File: src/rtl/stream_demux_1_n_if.sv
// stream_demux_1_n_if: valid/ready bundle between one source and CHANNELS consumers.
interface stream_demux_1_n_if #(
    parameter int WIDTH    = 8,
    parameter int CHANNELS = 4,
    parameter int SEL_W    = 2,
    parameter int ERR_W    = 8
);
    logic [WIDTH-1:0]          in_data;
    logic [SEL_W-1:0]          in_sel;
    logic                      in_bcast;
    logic                      in_valid;
    logic                      in_ready;
    logic [CHANNELS*WIDTH-1:0] out_data;
    logic [CHANNELS-1:0]       out_valid;
    logic [CHANNELS-1:0]       out_ready;
    logic [ERR_W-1:0]          err_cnt;

    modport master (
        output in_data, in_sel, in_bcast, in_valid, out_ready,
        input  in_ready, out_data, out_valid, err_cnt
    );
    modport slave (
        input  in_data, in_sel, in_bcast, in_valid, out_ready,
        output in_ready, out_data, out_valid, err_cnt
    );
endinterface

File: src/rtl/stream_demux_1_n.sv
// stream_demux_1_n: routes or broadcasts a valid/ready stream into per-channel one-entry holding registers.
module stream_demux_1_n #(
    parameter int WIDTH    = 8,
    parameter int CHANNELS = 4,
    parameter int SEL_W    = 2,
    parameter int ERR_W    = 8
) (
    input logic               clk,
    input logic               rst_n,
    stream_demux_1_n_if.slave bus
);
    typedef enum logic {EMPTY, FULL} state_e;

    state_e                             state_q [CHANNELS];
    state_e                             state_d [CHANNELS];
    logic   [CHANNELS-1:0][WIDTH-1:0]   data_q, data_d;
    logic   [CHANNELS-1:0]              free, hit, load;
    logic   [ERR_W-1:0]                 err_q, err_d;
    logic                               sel_ok, xfer;

    always_comb begin
        sel_ok = 32'(bus.in_sel) < CHANNELS;
        for (int k = 0; k < CHANNELS; k++) begin
            free[k] = (state_q[k] == EMPTY) | bus.out_ready[k];
            hit[k]  = 32'(bus.in_sel) == k;
        end
        // an invalid select is always accepted so the source never deadlocks on it
        bus.in_ready = bus.in_bcast ? &free : (!sel_ok || |(free & hit));
        xfer = bus.in_valid & bus.in_ready;
        for (int k = 0; k < CHANNELS; k++) begin
            load[k]       = xfer & (bus.in_bcast | hit[k]);
            state_d[k]    = load[k] ? FULL : (bus.out_ready[k] ? EMPTY : state_q[k]);
            data_d[k]     = load[k] ? bus.in_data : data_q[k];
            bus.out_valid[k] = state_q[k] == FULL;
        end
        err_d = (xfer && !bus.in_bcast && !sel_ok && !(&err_q)) ? err_q + 1'b1 : err_q;
        bus.out_data = data_q;
        bus.err_cnt  = err_q;
    end

    always_ff @(posedge clk or negedge rst_n) begin
        if (!rst_n) begin
            for (int k = 0; k < CHANNELS; k++) state_q[k] <= EMPTY;
            data_q <= '0;
            err_q  <= '0;
        end else begin
            for (int k = 0; k < CHANNELS; k++) state_q[k] <= state_d[k];
            data_q <= data_d;
            err_q  <= err_d;
        end
    end
endmodule

File: src/flat_wrapper.sv
// flat-port wrapper written by rule: the top's interface ports become plain ports
module stream_demux_1_n_flat 
#(
    parameter int WIDTH    = 8,
    parameter int CHANNELS = 4,
    parameter int SEL_W    = 2,
    parameter int ERR_W    = 8
)
  (clk, rst_n, bus_in_data, bus_in_sel, bus_in_bcast, bus_in_valid, bus_out_ready, bus_in_ready, bus_out_data, bus_out_valid, bus_err_cnt);
  stream_demux_1_n_if #(.WIDTH(WIDTH), .CHANNELS(CHANNELS), .SEL_W(SEL_W), .ERR_W(ERR_W)) bus_i ();
  input logic clk;
  input logic rst_n;
  input wire logic [$bits(bus_i.in_data)-1:0] bus_in_data;
  input wire logic [$bits(bus_i.in_sel)-1:0] bus_in_sel;
  input wire logic [$bits(bus_i.in_bcast)-1:0] bus_in_bcast;
  input wire logic [$bits(bus_i.in_valid)-1:0] bus_in_valid;
  input wire logic [$bits(bus_i.out_ready)-1:0] bus_out_ready;
  output wire logic [$bits(bus_i.in_ready)-1:0] bus_in_ready;
  output wire logic [$bits(bus_i.out_data)-1:0] bus_out_data;
  output wire logic [$bits(bus_i.out_valid)-1:0] bus_out_valid;
  output wire logic [$bits(bus_i.err_cnt)-1:0] bus_err_cnt;
  assign bus_i.in_data = bus_in_data;
  assign bus_i.in_sel = bus_in_sel;
  assign bus_i.in_bcast = bus_in_bcast;
  assign bus_i.in_valid = bus_in_valid;
  assign bus_i.out_ready = bus_out_ready;
  assign bus_in_ready = bus_i.in_ready;
  assign bus_out_data = bus_i.out_data;
  assign bus_out_valid = bus_i.out_valid;
  assign bus_err_cnt = bus_i.err_cnt;
  stream_demux_1_n #(.WIDTH(WIDTH), .CHANNELS(CHANNELS), .SEL_W(SEL_W), .ERR_W(ERR_W)) u_core (.clk(clk), .rst_n(rst_n), .bus(bus_i));
endmodule
File: config.mk
export PLATFORM = sky130hd
export DESIGN_NAME = stream_demux_1_n_flat
export DESIGN_NICKNAME = d
export VERILOG_FILES = /design/src/rtl/stream_demux_1_n_if.sv /design/src/rtl/stream_demux_1_n.sv /design/src/flat_wrapper.sv
export SDC_FILE = /design/constraint.sdc
export NUM_CORES = 1
export LEC_CHECK = 0
export CORE_MARGIN = 2
export CORE_UTILIZATION = 55
export DETAILED_ROUTE_END_ITERATION = 8
export DONT_BUFFER_PORTS = 1
export PLACE_DENSITY_LB_ADDON = 0.1
export SLEW_MARGIN = 20
export SYNTH_ARGS = -nofsm -noshare
export SYNTH_HDL_FRONTEND = slang
export SYNTH_SLANG_ARGS = --single-unit
File: constraint.sdc
create_clock -name clk -period 4.57 [get_ports clk]
set_input_delay 0.914 -clock clk [delete_from_list [all_inputs] [get_ports clk]]
set_output_delay 0.914 -clock clk [all_outputs]
set_load 0.05 [all_outputs]
==> results of run 1 <==
placed cells by master, fill, tap and decap left out, drive strengths merged, types with 3 or more instances in the layout:
cell,count
or3,3
nand2,3
dfrtp,36
mux2,32
conb,8
clkbuf,7
nor2b,4
nand2b,4
o21ai,5
per-layer routing:
metal | up-vias | part of all wire [%]
met5 | - | 0
met4 | 0 | 1.9
met3 | 6 | 8.5
met2 | 42 | 49
met1 | 432 | 41
li1 | 381 | -
power groups by stage:
| stage | Combinational (W) | Clock (W) | Sequential [W] |
|---|---|---|---|
| global placement | 0.000203 | 0 | 0.000841 |
| detailed placement | 0.000211 | 0 | 0.000844 |
| floorplan | 0.000196 | 0 | 0.000820 |
| global route | 0.000223 | 0.000275 | 0.000850 |
| CTS | 0.000210 | 0.000255 | 0.000838 |
| finish | 0.000208 | 0.000250 | 0.000835 |
worst paths after layout:
kind / startpoint / endpoint / slack, ps / cells past startpoint
worst max-delay path: u_core.bus.out_valid[2] / bus_in_ready / 1390 / 4
worst min-delay path: rst_n / u_core.bus.out_data[8] / 260 / 0
worst max register to register: u_core.bus.out_valid[1] / u_core.bus.out_data[4] / 2590 / 4
worst min register to register: u_core.bus.out_data[28] / u_core.bus.out_data[28] / 870 / 1
max in group asynchronous: rst_n / u_core.bus.out_data[14] / 4220 / 0
min in group clk: bus_in_valid / u_core.bus.out_valid[3] / 700 / 1
area by class of cell:
class | instances | area, µm² | share of cell area, %
multi-input combinational | 72 | 793 | 42.9
sequential | 36 | 901 | 48.7
inverter | 1 | 3.75 | 0.203
clock inverter | 1 | 30.0 | 1.62
tap | 44 | 55.1 | 2.98
clock buffer | 7 | 65.1 | 3.52
stage by stage:
step	cells	instance area (µm²)	worst slack (ps)	total power, W	utilization (%)
final	161	1850	1390	0.00129	61.0
after global routing	161	1850	1300	0.00135	61.0
after CTS	161	1850	1390	0.00130	61.0
after detailed placement	153	1750	1520	0.00105	57.9
after global placement	153	1750	1530	0.00104	57.9
after floorplan	117	1760	1590	0.00102	-
synth_stat cells:
library cell  instances
nand2b_2              2
mux2_4               24
o21ai_1               1
nand2b_1              2
dfrtp_1              36
nor2b_4               1
buf_4                 8
inv_1                 1
or3b_4                1
o21ai_0               1
nand2_1               3
conb_1                1
nor2b_1               3
a21o_1                2
or2b_1                1
and2b_4               1
o21ai_4               3
nor4_4                2
a21oi_4               1
nand4_1               1
mux2_1                8
o311ai_1              1
or3_1                 3
nand4_4               1
nor2_4                2
worst register-to-register path: cells and delay by family (launching register included):
kind	cells	cell delay, ps
simple gates	2	430
mux	1	340
compound gates	1	430
flops	1	670
kinds of logic (layout without fill, tap and decap cells):
family	after synthesis	in the layout
multiplexers	32	32
other	1	8
buffers and inverters	9	9
AO/OA/AOI/OAI	9	9
AND/OR/NAND/NOR	23	23
flip-flops	36	36
flip-flops by register name, summed over array words and instances (netlist names):
name / cells
u_core.bus.out_data: 32
u_core.bus.out_valid: 4
==> out/results.ini, run 1 <==
[outcome]
status = finished clean

[cts]
clkSlewWorstSetupHoldPaths_ps = 110
postCtsSetupBuffers = 0
cts_num_sinks = 36
ctsResizeCount = 0
h-tree-depth = 2
cts_tree = done
clk_path_buf_depth = 2
cts_root_buf = clkbuf_4
insertion_delay_ps = 330
cts_buffers = 5
postCtsHoldBufs = 0

[global_routing]
grt_max_degree = 37
grt_antenna_before_repair = 0
grt_use_met1_pct = 23.0
grt_pass1_wl_um = 4750
grt_pass1_vias = 940
use_met3_pct = 8.23
grtUsageTotal_pct = 19.0
busiest_layer = met2
overflow = 0
use_met2_pct = 28.4

[critical_path]
start_kind = flip-flop
crit_path_end_kind = output port
crit_slowest_cell = o21ai_1
cp_cell_sequence = and2b_4, o21ai_0, o311ai_1, o21ai_1
crit_type = reg -> out
required_ps = 3660
path_max_fanout = 3
critPathBufInv = 0
cp_top_family = compound AO/OA/AOI/OAI gates
worstPathArrival_ps = 2260
slowest_delay_ps = 760

[power_and_ir_drop]
sw_frac_of_total_pct = 47.2
pwr-share-comb_pct = 16.1
power.share.clock_pct = 19.3
peakVddDrop_mv = 0.431
p_seq_share_pct = 64.6
powerDensity_nw_per_um2 = 700
power_leakage_nw = 0.848
power.switching_w = 0.000611
internal-power_w = 0.000683

[floorplan]
fp.dieH_um = 60.1
rows = 20
core_um2 = 3030
dieArea_um2 = 3610
initial_utilization_pct = 57.2
io_pins = 63
die_w_um = 60.1

[timing]
fin_skew_ps = 5.96
rsz0062_at_grt = false
finalMaxSlewViolations = 0
maxSlewHeadroom_pct = 35.3
finalCritPeriodShare_pct = 69.5
max_freq_ghz = 0.315
period_minus_slack_ps = 3180
tns_ps = 0
setup_viol_count_final = 0
fin_hold_ws_ps = 256
final_hold_viol_count = 0
tightest_slew_ps = 964

[yosys]
synth.area.mux_share_pct = 26.0
synth-adder-area-share_pct = 0
synth-seq-cells = 36
ys_types = 25
synth_top_family_by_area = multiplexers
yosys_warnings = 0
yosysSeqAreaShare_pct = 52.0
synth-simple-area-share_pct = 12.4
synthCells = 110
synth_compound_area_share_pct = 5.71
synth_top_area_cell = dfrtp_1
syn_area_um2 = 1730
synth_xor_area_share_pct = 0
synth_top_area_share_pct = 52.0
syn_avg_cell_area_um2 = 15.7
synth.area.top_cells = dfrtp_1, mux2_4, mux2_1

[drt]
drc = 0
wl_per_cell_um = 19.1
totalWireLength_um = 3070
ant_nets = 0
vias = 861
drtIter0Drc = 29
viasPerCell = 5.35
drt-pass1-iter-count = 4

[finish]
syn2layout_area_growth_pct = 6.72
nNetsFinal = 134
nFillCells = 236
antenna_cells = 0
drive_gt1_share_pct = 39.3

[worst_hold_path]
hold_path_class = in -> async

[placement]
place_congestion = 0.924
place_hpwl_um = 2220
port-buffer-count = 0

[flow_run]
cap_violations = 0

Note: power is estimated with default switching activity, not from simulation.
==> inputs of run 2 (changes only) <==
==> constraint.sdc (replaced) <==
create_clock -name clk -period 2.6 [get_ports clk]
set_input_delay 0.52 -clock clk [delete_from_list [all_inputs] [get_ports clk]]
set_output_delay 0.52 -clock clk [all_outputs]
set_load 0.05 [all_outputs]
==> out/results.ini, run 2 (synthesized netlist as in run 1, its figures left out) <==
[worst_hold_path]
hp-start = bus_in_valid
hold_path_class = in -> reg

[cts]
cts_num_sinks = 36
insertion_delay_ps = 350
clk_path_buf_depth = 2
clkSlewWorstSetupHoldPaths_ps = 120
h-tree-depth = 2
cts_tree = done
cts_root_buf = clkbuf_4
ctsResizeCount = 0
cts_buffers = 5

[finish]
mostFrequentLayoutCell = dfrtp_1
final_area_um2 = 1880
fin_util_pct = 62.0
nNetsFinal = 138
syn2layout_area_growth_pct = 8.45
antenna_cells = 0
drive_gt1_share_pct = 40.5
final_cell_mix = dfrtp_1, mux2_4, mux2_1, conb_1, clkbuf_4
largest_reg_flops = 32

[drt]
drtIter0Drc = 23
wl_per_cell_um = 18.8
drt-pass1-iter-count = 3
drc = 0
totalWireLength_um = 3110
viasPerCell = 5.38
ant_nets = 0
vias = 888

[power_and_ir_drop]
powerDensity_nw_per_um2 = 1200
pwr-share-comb_pct = 17.6
power.switching_w = 0.00110
peakVddDrop_mv = 0.575
power.share.clock_pct = 17.6
sw_frac_of_total_pct = 48.7
p_seq_share_pct = 64.8
internal-power_w = 0.00116
power_leakage_nw = 0.861

[timing]
maxSlewHeadroom_pct = 66.2
max_freq_ghz = 0.416
finalMaxSlewViolations = 0
fin_skew_ps = 12.3
finalCritPeriodShare_pct = 92.5
period_minus_slack_ps = 2410
final_hold_viol_count = 0
tightest_slew_ps = 507
rsz0062_at_grt = false
tns_ps = 0
setup_viol_count_final = 0

[critical_path]
required_ps = 2080
reg2reg_slack_ps = 550
worstPathArrival_ps = 1890
r2r-end = u_core.bus.out_data[7]
slowest_delay_ps = 590
crit_start = u_core.bus.out_valid[2]
r2r_cells = 4
crit_cells = 5
crit_path_end_kind = output port
crit_type = reg -> out
cp_cell_sequence = nand2b_1, nand4_4, a21o_1, o21ai_1, buf_4
critical_path.endpoint = bus_in_ready
path_max_fanout = 4
crit_slowest_cell = dfrtp_1
cp_top_family = flip-flops
rr_startpoint = u_core.bus.out_valid[1]
start_kind = flip-flop
critPathBufInv = 1

[floorplan]
initial_utilization_pct = 57.2
io_pins = 63
dieArea_um2 = 3610
die_w_um = 60.1
rows = 20
fp.dieH_um = 60.1
core_um2 = 3030

[global_routing]
grt_max_degree = 37
grt_pass1_vias = 935
grt_antenna_before_repair = 0
overflow = 0
grt_pass1_wl_um = 4780
grtUsageTotal_pct = 18.9

[outcome]
status = finished clean

[placement]
place_congestion = 0.933
place_hpwl_um = 2220
port-buffer-count = 0
dpl_cell_area_um2 = 1770

[flow_run]
cap_violations = 0

run 2: routing by layer:
metal	vias up	GRT usage [%]	share of wire [%]
li1	392	-	-
met1	448	23.9	42
met2	39	28.0	48
met3	9	7.58	7.8
met4	0	9.21	2.6
met5	-	0	0
run 2: power by group through the flow:
stage	sequential (W)	combinational (W)	clock, W
2_1_floorplan	0.00144	0.000344	0
3_3_place_gp	0.00147	0.000374	0
3_5_place_dp	0.00147	0.000388	0
4_1_cts	0.00147	0.000403	0.000408
5_1_grt	0.00148	0.000431	0.000431
6_report	0.00146	0.000398	0.000397
run 2: repair_timing:
| action | CTS | global route |
|---|---|---|
| hold buffers | 2 | 0 |
| hold endpoints to repair | 36 | 0 |
| setup buffers | 0 | 0 |
run 2: through the flow:
step / total power [W] / hold WS [ps] / worst slack [ps] / std cells
final: 0.00226 / 284 / 195 / 165
after global routing: 0.00235 / 261 / 80.4 / 165
after CTS: 0.00228 / 268 / 171 / 165
after detailed placement: 0.00186 / 225 / 572 / 155
after global placement: 0.00185 / 225 / 609 / 155
after floorplan: 0.00178 / 224 / 284 / 117
run 2: worst min path at each step:
stage | to | slack (ps) | cells past startpoint
2_1_floorplan | u_core.bus.out_data[0] | 220 | 0
3_3_place_gp | u_core.bus.out_valid[1] | 230 | 0
3_5_place_dp | u_core.bus.out_valid[1] | 230 | 0
4_1_cts | u_core.bus.out_valid[3] | 270 | 1
5_1_grt | u_core.bus.out_valid[3] | 260 | 1
6_report | u_core.bus.out_valid[3] | 280 | 1
run 2: final cells by class:
cell class                      count  area [µm²]
Sequential cell                    36         901
Fill cell                         253        1150
Inverter                            1        3.75
Tap cell                           44        55.1
Clock buffer                        5        37.5
Timing Repair Buffer                4        45.0
Multi-Input combinational cell     72         793
Clock inverter                      3        42.5
==> variant, RTL diff (settings of run 2) <==
`data_q` no longer has a reset.
--- a/src/rtl/stream_demux_1_n.sv
+++ b/src/rtl/stream_demux_1_n.sv
@@ -41,13 +41,15 @@
     always_ff @(posedge clk or negedge rst_n) begin
         if (!rst_n) begin
             for (int k = 0; k < CHANNELS; k++) state_q[k] <= EMPTY;
-            data_q <= '0;
             err_q  <= '0;
         end else begin
             for (int k = 0; k < CHANNELS; k++) state_q[k] <= state_d[k];
-            data_q <= data_d;
             err_q  <= err_d;
         end
     end
+
+    always_ff @(posedge clk) begin
+        data_q <= data_d;
+    end
 endmodule
 
Function: changed (a bounded check fails within 4 cycles, from zero or initial values and one cycle with rst_n low).
==> variant against run 2 <==
Wire length fell by 20%; worst hold slack got worse by 0.017 ns; design area fell by 20%; worst setup slack improved by 0.14 ns; sequential cell count did not move; maximum frequency rose by 6.1%; synthesized area fell by 23%; via count fell by 22%; critical path depth rose by 1; highest routed layer unchanged.
Power is not compared: it rests on default switching activity, and its combinational part moved more than twofold at a synthesized area within 25%.
==> variant: results (changes against run 2) <==
CTS resizes 0 (unchanged); initial antenna violation count 0 (unchanged); drt total wl 2480 um (was 3110 um); Clock Tree Root clkbuf_4 (unchanged); top cells by count, synth edfxtp_1 (32), buf_4 (8), dfrtp_1 (4), nand2b_1 (4) (was dfrtp_1 (36), mux2_4 (24), buf_4 (8), mux2_1 (8)); Worst Hold Class input port to flip-flop (unchanged); Via Count 697 (was 888); sequential share of the synthesized area 0.791 (was 0.520); layout cells sized above 1 0.213 (was 0.405); FILL cells 168 (was 253); clock transition at the registers of the reported paths between 0.1 and 0.15 ns; Synth cell types 25 (unchanged); port bufs 0 (unchanged); largest net degree at the start of global routing 13 (was 37); CTS Buffer Depth 2 (unchanged); Initial DRT Pass Iterations 4 (was 3); Rel. slew slack 0.664 (was 0.662); arrival time of the worst setup path 1.75 ns (was 1.89 ns); Yosys warnings 0 (unchanged); Final Wtd Congestion 0.793 (was 0.933); DP HPWL 1790 um (was 2220 um); Initial DRC Count 6 (was 23); Clk Latency, worst-skew pair 0.34 ns; total track usage 0.196 (was 0.189); outcome complete, no violations (unchanged); CTS Buf Count 5 (unchanged); CP Max Fanout 3 (was 4); CTS Hold Bufs 1 (was 2); Leakage 0.549 nW; VDD IR-drop max 0.000691 V; # nets final 111 (was 138); first-pass GRT wire length 3480 um (was 4780 um); Area contributors post-synth edfxtp_1 (72%), dfrtp_1 (7.5%), buf_4 (4.5%) (was dfrtp_1 (52%), mux2_4 (21%), mux2_1 (5.2%)); Post-synth EDFFs 32 (was 0); Setup Buffers After CTS 0 (unchanged); Ant. Diodes 0 (unchanged); Post-Route Skew 0.00594 ns (was 0.0123 ns); FFs w/ async S/R, synth 0.111 (was 1.00); Final Max Slew Viols 0 (unchanged); vias in the first global route 641 (was 935); H-tree depth 2 (unchanged); max reg flops 32 (unchanged)
variant: cell types whose count changed after synthesis, moves of 3 or more:
cell and change:
edfxtp_1 +32, o21ai_4 -3, nor2_1 +3, dfrtp_1 -32, mux2_4 -24, mux2_1 -8
or3_1 -3
variant: stage by stage:
| stage | cells | worst slack, ns | util | hold slack, ns | instance area (um2) |
|---|---|---|---|---|---|
| 2_1_floorplan | 84 | 0.269 | - | 0.224 | 1370 |
| 3_3_place_gp | 113 | 0.566 | 0.625 | 0.225 | 1410 |
| 3_5_place_dp | 113 | 0.547 | 0.625 | 0.224 | 1410 |
| 4_1_cts | 122 | 0.314 | 0.665 | 0.251 | 1500 |
| 5_1_grt | 122 | 0.223 | 0.665 | 0.239 | 1500 |
| 6_report | 122 | 0.332 | 0.665 | 0.268 | 1500 |
variant: kinds of logic after synthesis:
kind of cell,synth area share
multiplexers,0.00839
flip-flops,0.791
buffers and inverters,0.0504
other,0.00280
AO/OA/AOI/OAI,0.0774
AND/OR/NAND/NOR,0.0700
variant: layout make-up:
class                           count  area, um2  area share
Inverter                            2       7.51     0.00500
Sequential cell                    36       1060       0.707
Tap cell                           28       35.0      0.0234
Clock inverter                      3       42.5      0.0284
Multi-Input combinational cell     38        239       0.159
Timing Repair Buffer               10       77.6      0.0517
Clock buffer                        5       37.5      0.0250
variant: final timing paths:
kind	slack, ns	endpoint	depth (start not counted)	from
setup reg to reg	0.77	u_core.bus.out_data[20]	5	u_core.bus.out_valid[1]
hold reg to reg	0.63	u_core.bus.out_valid[0]	2	u_core.bus.out_valid[0]
hold / removal	0.27	u_core.bus.out_data[25]	0	bus_in_data[1]
setup / recovery	0.33	bus_in_ready	6	u_core.bus.out_valid[3]
max in group asynchronous	1.98	u_core.bus.out_valid[1]	1	rst_n
min in group asynchronous	0.45	u_core.bus.out_valid[2]	1	rst_n
variant: critical path: stages, from the launching register on:
cell	delay (ns)
dfrtp_1	0.34
buf_4	0.20
nand2b_1	0.12
mux2_2	0.27
a211oi_1	0.23
a21oi_1	0.06
buf_4	0.19
variant: routing by layer:
metal	GRT usage	vias to the layer above	share of wire
li1	-	309	-
met1	0.227	338	0.41
met2	0.298	48	0.48
met3	0.113	2	0.11
met4	0.0769	0	0.0044
met5	0	-	0
variant: power by group:
group	internal, mW	leakage, nW	total [mW]	switching [mW]
clock network	0.200	0.0412	0.390	0.189
registers	0.681	0.346	0.799	0.117
logic	0.0459	0.162	0.170	0.124
